`src/rtl/mem_access_unit.sv`:
```
// Load/store front-end to the `memory` block: alignment check, active-low ce protocol, one-cycle response.
// Optional hung-access watchdog enabled by defining MEM_ACCESS_TIMEOUT_EN.
module mem_access_unit #(
  parameter logic [31:0] MMIO_BASE      = 32'h0080_0000,
  parameter int unsigned TIMEOUT_CYCLES = 4096
) (
  input  logic        clk,
  input  logic        reset,
  // Request: a transfer happens on a cycle with req_valid && req_ready; req_ready is high only
  // while idle, and the payload is only sampled on that cycle.
  input  logic        req_valid,
  output logic        req_ready,
  input  logic        req_write,
  input  logic [2:0]  req_funct3,
  input  logic [31:0] req_addr,
  input  logic [31:0] req_wdata,
  // Response: rsp_valid is a one-cycle strobe with no back-pressure.
  output logic        rsp_valid,
  output logic [31:0] rsp_rdata,
  output logic        rsp_fault,
  output logic        rsp_misaligned,
  output logic        rsp_timeout,
  output logic        mem_ce,
  output logic [2:0]  mem_funct3,
  output logic [31:0] mem_addr,
  output logic [31:0] mem_datain,
  output logic        mem_memwrite,
  input  logic [31:0] mem_dataout,
  input  logic        mem_busy,
  input  logic        mem_valid,
  input  logic        mem_load_access_fault
);

  typedef enum logic [1:0] {IDLE, ISSUE, WAIT, RESPOND} state_t;

  state_t state, state_next;
  logic   misaligned;
  logic   accept;
  logic   timeout_hit;
  logic   unused_ok;

  // MMIO space is exempt; byte accesses (funct3[1:0]=00) are always aligned.
  always_comb begin
    misaligned = 1'b0;
    if (req_addr < MMIO_BASE) begin
      if (req_funct3[1:0] == 2'b01) misaligned = req_addr[0];
      else if (req_funct3[1:0] == 2'b10) misaligned = (req_addr[1:0] != 2'b00);
    end
  end

  assign accept = (state == IDLE) && req_valid;

`ifdef MEM_ACCESS_TIMEOUT_EN
  localparam int CW = $clog2(TIMEOUT_CYCLES + 1);
  logic [CW-1:0] wait_cnt;
  logic          rsp_timeout_q;

  // Counter holds k in the k-th WAIT cycle (0-based), so expiry lands on WAIT cycle TIMEOUT_CYCLES.
  always_ff @(posedge clk) begin
    if (reset) wait_cnt <= '0;
    else if (state == ISSUE) wait_cnt <= '0;
    else if (state == WAIT) wait_cnt <= wait_cnt + 1'b1;
  end

  // Requires mem_busy, so a completion in the expiry cycle takes precedence.
  assign timeout_hit = (state == WAIT) && mem_busy && (wait_cnt == CW'(TIMEOUT_CYCLES - 1));

  always_ff @(posedge clk) begin
    if (reset) rsp_timeout_q <= 1'b0;
    else if (accept) rsp_timeout_q <= 1'b0;
    else if (timeout_hit) rsp_timeout_q <= 1'b1;
  end

  assign rsp_timeout = rsp_timeout_q;
  assign unused_ok   = mem_valid;
`else
  assign timeout_hit = 1'b0;
  assign rsp_timeout = 1'b0;
  assign unused_ok   = mem_valid ^ (TIMEOUT_CYCLES == 0);
`endif

  always_ff @(posedge clk) begin
    if (reset) state <= IDLE;
    else state <= state_next;
  end

  always_comb begin
    state_next = state;
    case (state)
      IDLE:    if (req_valid) state_next = misaligned ? RESPOND : ISSUE;
      ISSUE:   state_next = WAIT;
      WAIT:    if (!mem_busy || timeout_hit) state_next = RESPOND;
      RESPOND: state_next = IDLE;
      default: state_next = IDLE;
    endcase
  end

  assign req_ready = (state == IDLE);
  assign rsp_valid = (state == RESPOND);
  assign mem_ce    = !((state == ISSUE) || (state == WAIT));

  // Request registers stay frozen from accept until the next accept; memory reads them live.
  always_ff @(posedge clk) begin
    if (reset) begin
      mem_funct3     <= 3'b000;
      mem_addr       <= 32'h0;
      mem_datain     <= 32'h0;
      mem_memwrite   <= 1'b0;
      rsp_rdata      <= 32'h0;
      rsp_fault      <= 1'b0;
      rsp_misaligned <= 1'b0;
    end else if (accept) begin
      mem_funct3     <= req_funct3;
      mem_addr       <= req_addr;
      mem_datain     <= req_wdata;
      mem_memwrite   <= req_write;
      rsp_rdata      <= 32'h0;
      rsp_fault      <= 1'b0;
      rsp_misaligned <= misaligned;
    end else if (state == WAIT && state_next == RESPOND) begin
      if (timeout_hit) begin
        rsp_rdata <= 32'h0;
        rsp_fault <= 1'b0;
      end else begin
        rsp_fault <= mem_load_access_fault;
        rsp_rdata <= (!mem_memwrite && !mem_load_access_fault) ? mem_dataout : 32'h0;
      end
    end
  end

endmodule

```
`config.mk`:
```
export PLATFORM = sky130hd
export DESIGN_NAME = mem_access_unit
export DESIGN_NICKNAME = d
export VERILOG_FILES = /design/src/rtl/mem_access_unit.sv
export SDC_FILE = /design/constraint.sdc
export NUM_CORES = 1
export LEC_CHECK = 0
export CAP_MARGIN = 25
export CORE_ASPECT_RATIO = 1.75
export CORE_MARGIN = 4
export CORE_UTILIZATION = 39
export DETAILED_ROUTE_END_ITERATION = 16
export PLACE_DENSITY = 0.81
export SLEW_MARGIN = 20
export SYNTH_ARGS = -nofsm -noshare
export SYNTH_HDL_FRONTEND = slang
export SYNTH_SLANG_ARGS = --single-unit
```
`constraint.sdc`:
```
create_clock -name clk -period 2.5 [get_ports clk]
set_input_delay 0.5 -clock clk [delete_from_list [all_inputs] [get_ports clk]]
set_output_delay 0.5 -clock clk [all_outputs]
set_load 0.05 [all_outputs]
```
==> flow_summary_export.csv <==
group,metric,value,unit
pwr,ir_drop,0.4964,mV
timing,min_period_over_period,0.9492,
timing,setup_ws,0.1270,ns
timing,max_freq,0.4214,GHz
timing,holdWs,0.4521,ns
floorplan,die_h,139.9,um
final_layout,layout_common_cells,"207 x clkdlybuf4s50_1, 202 x nand2_1, 104 x dfxtp_1",
setup_path,required,2.00,ns
timing,slew_headroom,0.5023,
synth,synth_seq_area_share,0.5371,
cts,cts_setup_buffers,0,
pwr,cellPowerDensity,759.1,mW/mm^2
min_path,hold_class,"flop to flop",
timing,maxSlewViolCount,0,
cts,clockBufferDepth,2,
place,dp_hpwl,8926,um
global_routing,globalRouteOverflowTotal,0,
pwr,p_leak,2.539,nW
setup_path,path_class,"flop to output port",
floorplan,core,0.009585,sq mm
global_routing,grt_pass1_vias,3725,
floorplan,initial_core_util,0.4044,
timing,hold_viol,0,
synth,synth_warnings,0,
cts,cts-root-buf,"clkbuf_16",
timing,worst_pin_slew,0.7465,ns
drt,first_pass_iters,4,
setup_path,cp_max_fo,7,
synth,avgSynthCellArea,8.230,sq um
timing,rsz0062_at_grt,"no",
synth,netlist_instances,471,
place,pre_cts_slack,0.08833,ns
drt,drc,0,
place,postPlaceCellArea,0.006076,sq mm
place,gp_congestion,0.7698,
cts,tritoncts,"yes",
cts,cts_num_sinks,104,
drt,via_count,3773,
synth,syn_area,0.003876,sq mm
synth,syn_nets,580,
drt,wl_per_cell,14.85,um
global_routing,antenna_found_initial,0,
drt,drt.antenna.violating_nets,0,
final_layout,antenna_cells,0,
final_layout,fin_cells,794,
synth,ys_types,25,
setup_path,endpoint_kind,"output port",
place,portBuffers,209,
synth,ys_seq_elements,104,
cts,cts_max_level,3,
cts,clkTransAtPathRegs,0.06,ns
global_routing,track_usage,0.1976,
setup_path,cp-start-kind,"flop",
flow_run,maxCapViolCount,0,
final_layout,nNetsFinal,776,
timing,finalSetupViolCount,0,
outcome,status,"finished, final reports clean",
cts,hold_buffers,0,
floorplan,chipWidth,83.36,um
drt,dr.first_iter.drc_count,128,
drt,wl,11790,um
floorplan,die_area,0.01166,sq mm
floorplan,rows,47,
drt,viasPerCell,4.752,
cts,numCtsBuffers,9,
floorplan,top_level_ports,212,
final_layout,layout_commonest_cell,"clkdlybuf4s50_1",
cts,clk-insertion-delay-late,0.33,ns
final_layout,syn2layout_area_growth,64.53,%
setup_path,arrival,1.87,ns
place,numPlacedInstances,778,
final_layout,final_area,0.006377,sq mm
global_routing,grt_pass1_wl,18550,um
cts,ctsResizeCount,0,
timing,fin_crit,2.373,ns
final_layout,drive_above_1_share,0.04613,
timing,setup_tns,0,ns
timing,skew,0.007710,ns
global_routing,grt_max_degree,72,
==> flip-flops by register name, summed over array words and instances (netlist names) <==
| register | cells |
|---|---|
| mem_funct3 | 3 |
| mem_memwrite | 1 |
| mem_addr | 32 |
| rsp_fault | 1 |
| rsp_misaligned | 1 |
| mem_datain | 32 |
| rsp_rdata | 32 |
| state | 2 |
==> where the power goes <==
group          internal, W  total (W)  switching, W
sequential         0.00180    0.00188     0.0000746
combinational     0.000553    0.00157       0.00102
clock             0.000802    0.00139      0.000587
total              0.00316    0.00484       0.00168
==> critical path, stage by stage (launching register included) <==
cell             delay, ns
dfxtp_1               0.33
inv_1                 0.08
ha_1                  0.27
clkdlybuf4s50_1       0.86
==> per-stage QoR <==
stage	total power, W	util
after floorplan	0.002895	-
after global placement	0.003464	0.6333
after detailed placement	0.003506	0.6339
after CTS	0.004899	0.6651
after global routing	0.005073	0.6653
final	0.004841	0.6653
==> synth_stat cells <==
cell / n / area (sq um)
a21oi_1: 70 / 350.3
and2_1: 1 / 6.260
buf_2: 3 / 15.01
buf_4: 3 / 22.52
buf_6: 3 / 33.78
clkbuf_1: 24 / 90.09
conb_1: 1 / 3.750
dfxtp_1: 104 / 2082
ha_1: 3 / 37.54
inv_1: 3 / 11.26
mux2i_1: 33 / 330.3
nand2_1: 203 / 762.0
nand2b_1: 2 / 12.51
nand3_1: 1 / 5.000
nor2_1: 5 / 18.77
nor2_2: 1 / 6.260
nor2b_1: 2 / 12.51
nor3_1: 2 / 10.01
nor3_2: 1 / 10.01
nor4_1: 1 / 6.260
nor4_4: 1 / 21.27
o21ai_1: 1 / 5.000
o21ai_2: 1 / 8.760
o22ai_1: 1 / 6.260
xnor2_1: 1 / 8.760
==> final cells by class <==
cell class	count	area [sq um]
Fill cell	807	3208
Sequential cell	104	2082
Inverter	3	11.26
Clock inverter	5	56.30
Tap cell	122	152.6
Multi-Input combinational cell	331	1638
Clock buffer	11	242.7
Timing Repair Buffer	218	2195
==> path summary, 6_finish.rpt <==
path                 start            end  slack (ns)  cells after the start
max               state[0]      req_ready        0.13                      3
min          mem_datain[8]  mem_datain[8]        0.45                      2
max reg2reg       state[0]  rsp_rdata[25]        0.45                      8
min reg2reg  mem_datain[8]  mem_datain[8]        0.45                      2
==> metal layers <==
layer | wire (um) | GRT usage | vias up
li1 | - | - | 1897
met1 | 4148 | 0.1971 | 1729
met2 | 6454 | 0.3693 | 131
met3 | 898 | 0.06742 | 16
met4 | 286 | 0.07838 | 0
met5 | 0 | 0 | -
==> logic make-up after synthesis <==
family / count (synthesis) / share of synthesized area
multiplexers: 33 / 0.08522
XOR/XNOR: 1 / 0.002260
buffers and inverters: 36 / 0.04454
other: 1 / 0.0009674
AO/OA/AOI/OAI: 73 / 0.09555
AND/OR/NAND/NOR: 220 / 0.2247
adder cells (fa/ha/maj): 3 / 0.009685
flip-flops: 104 / 0.5371
Power figures use the tool's default switching activity.
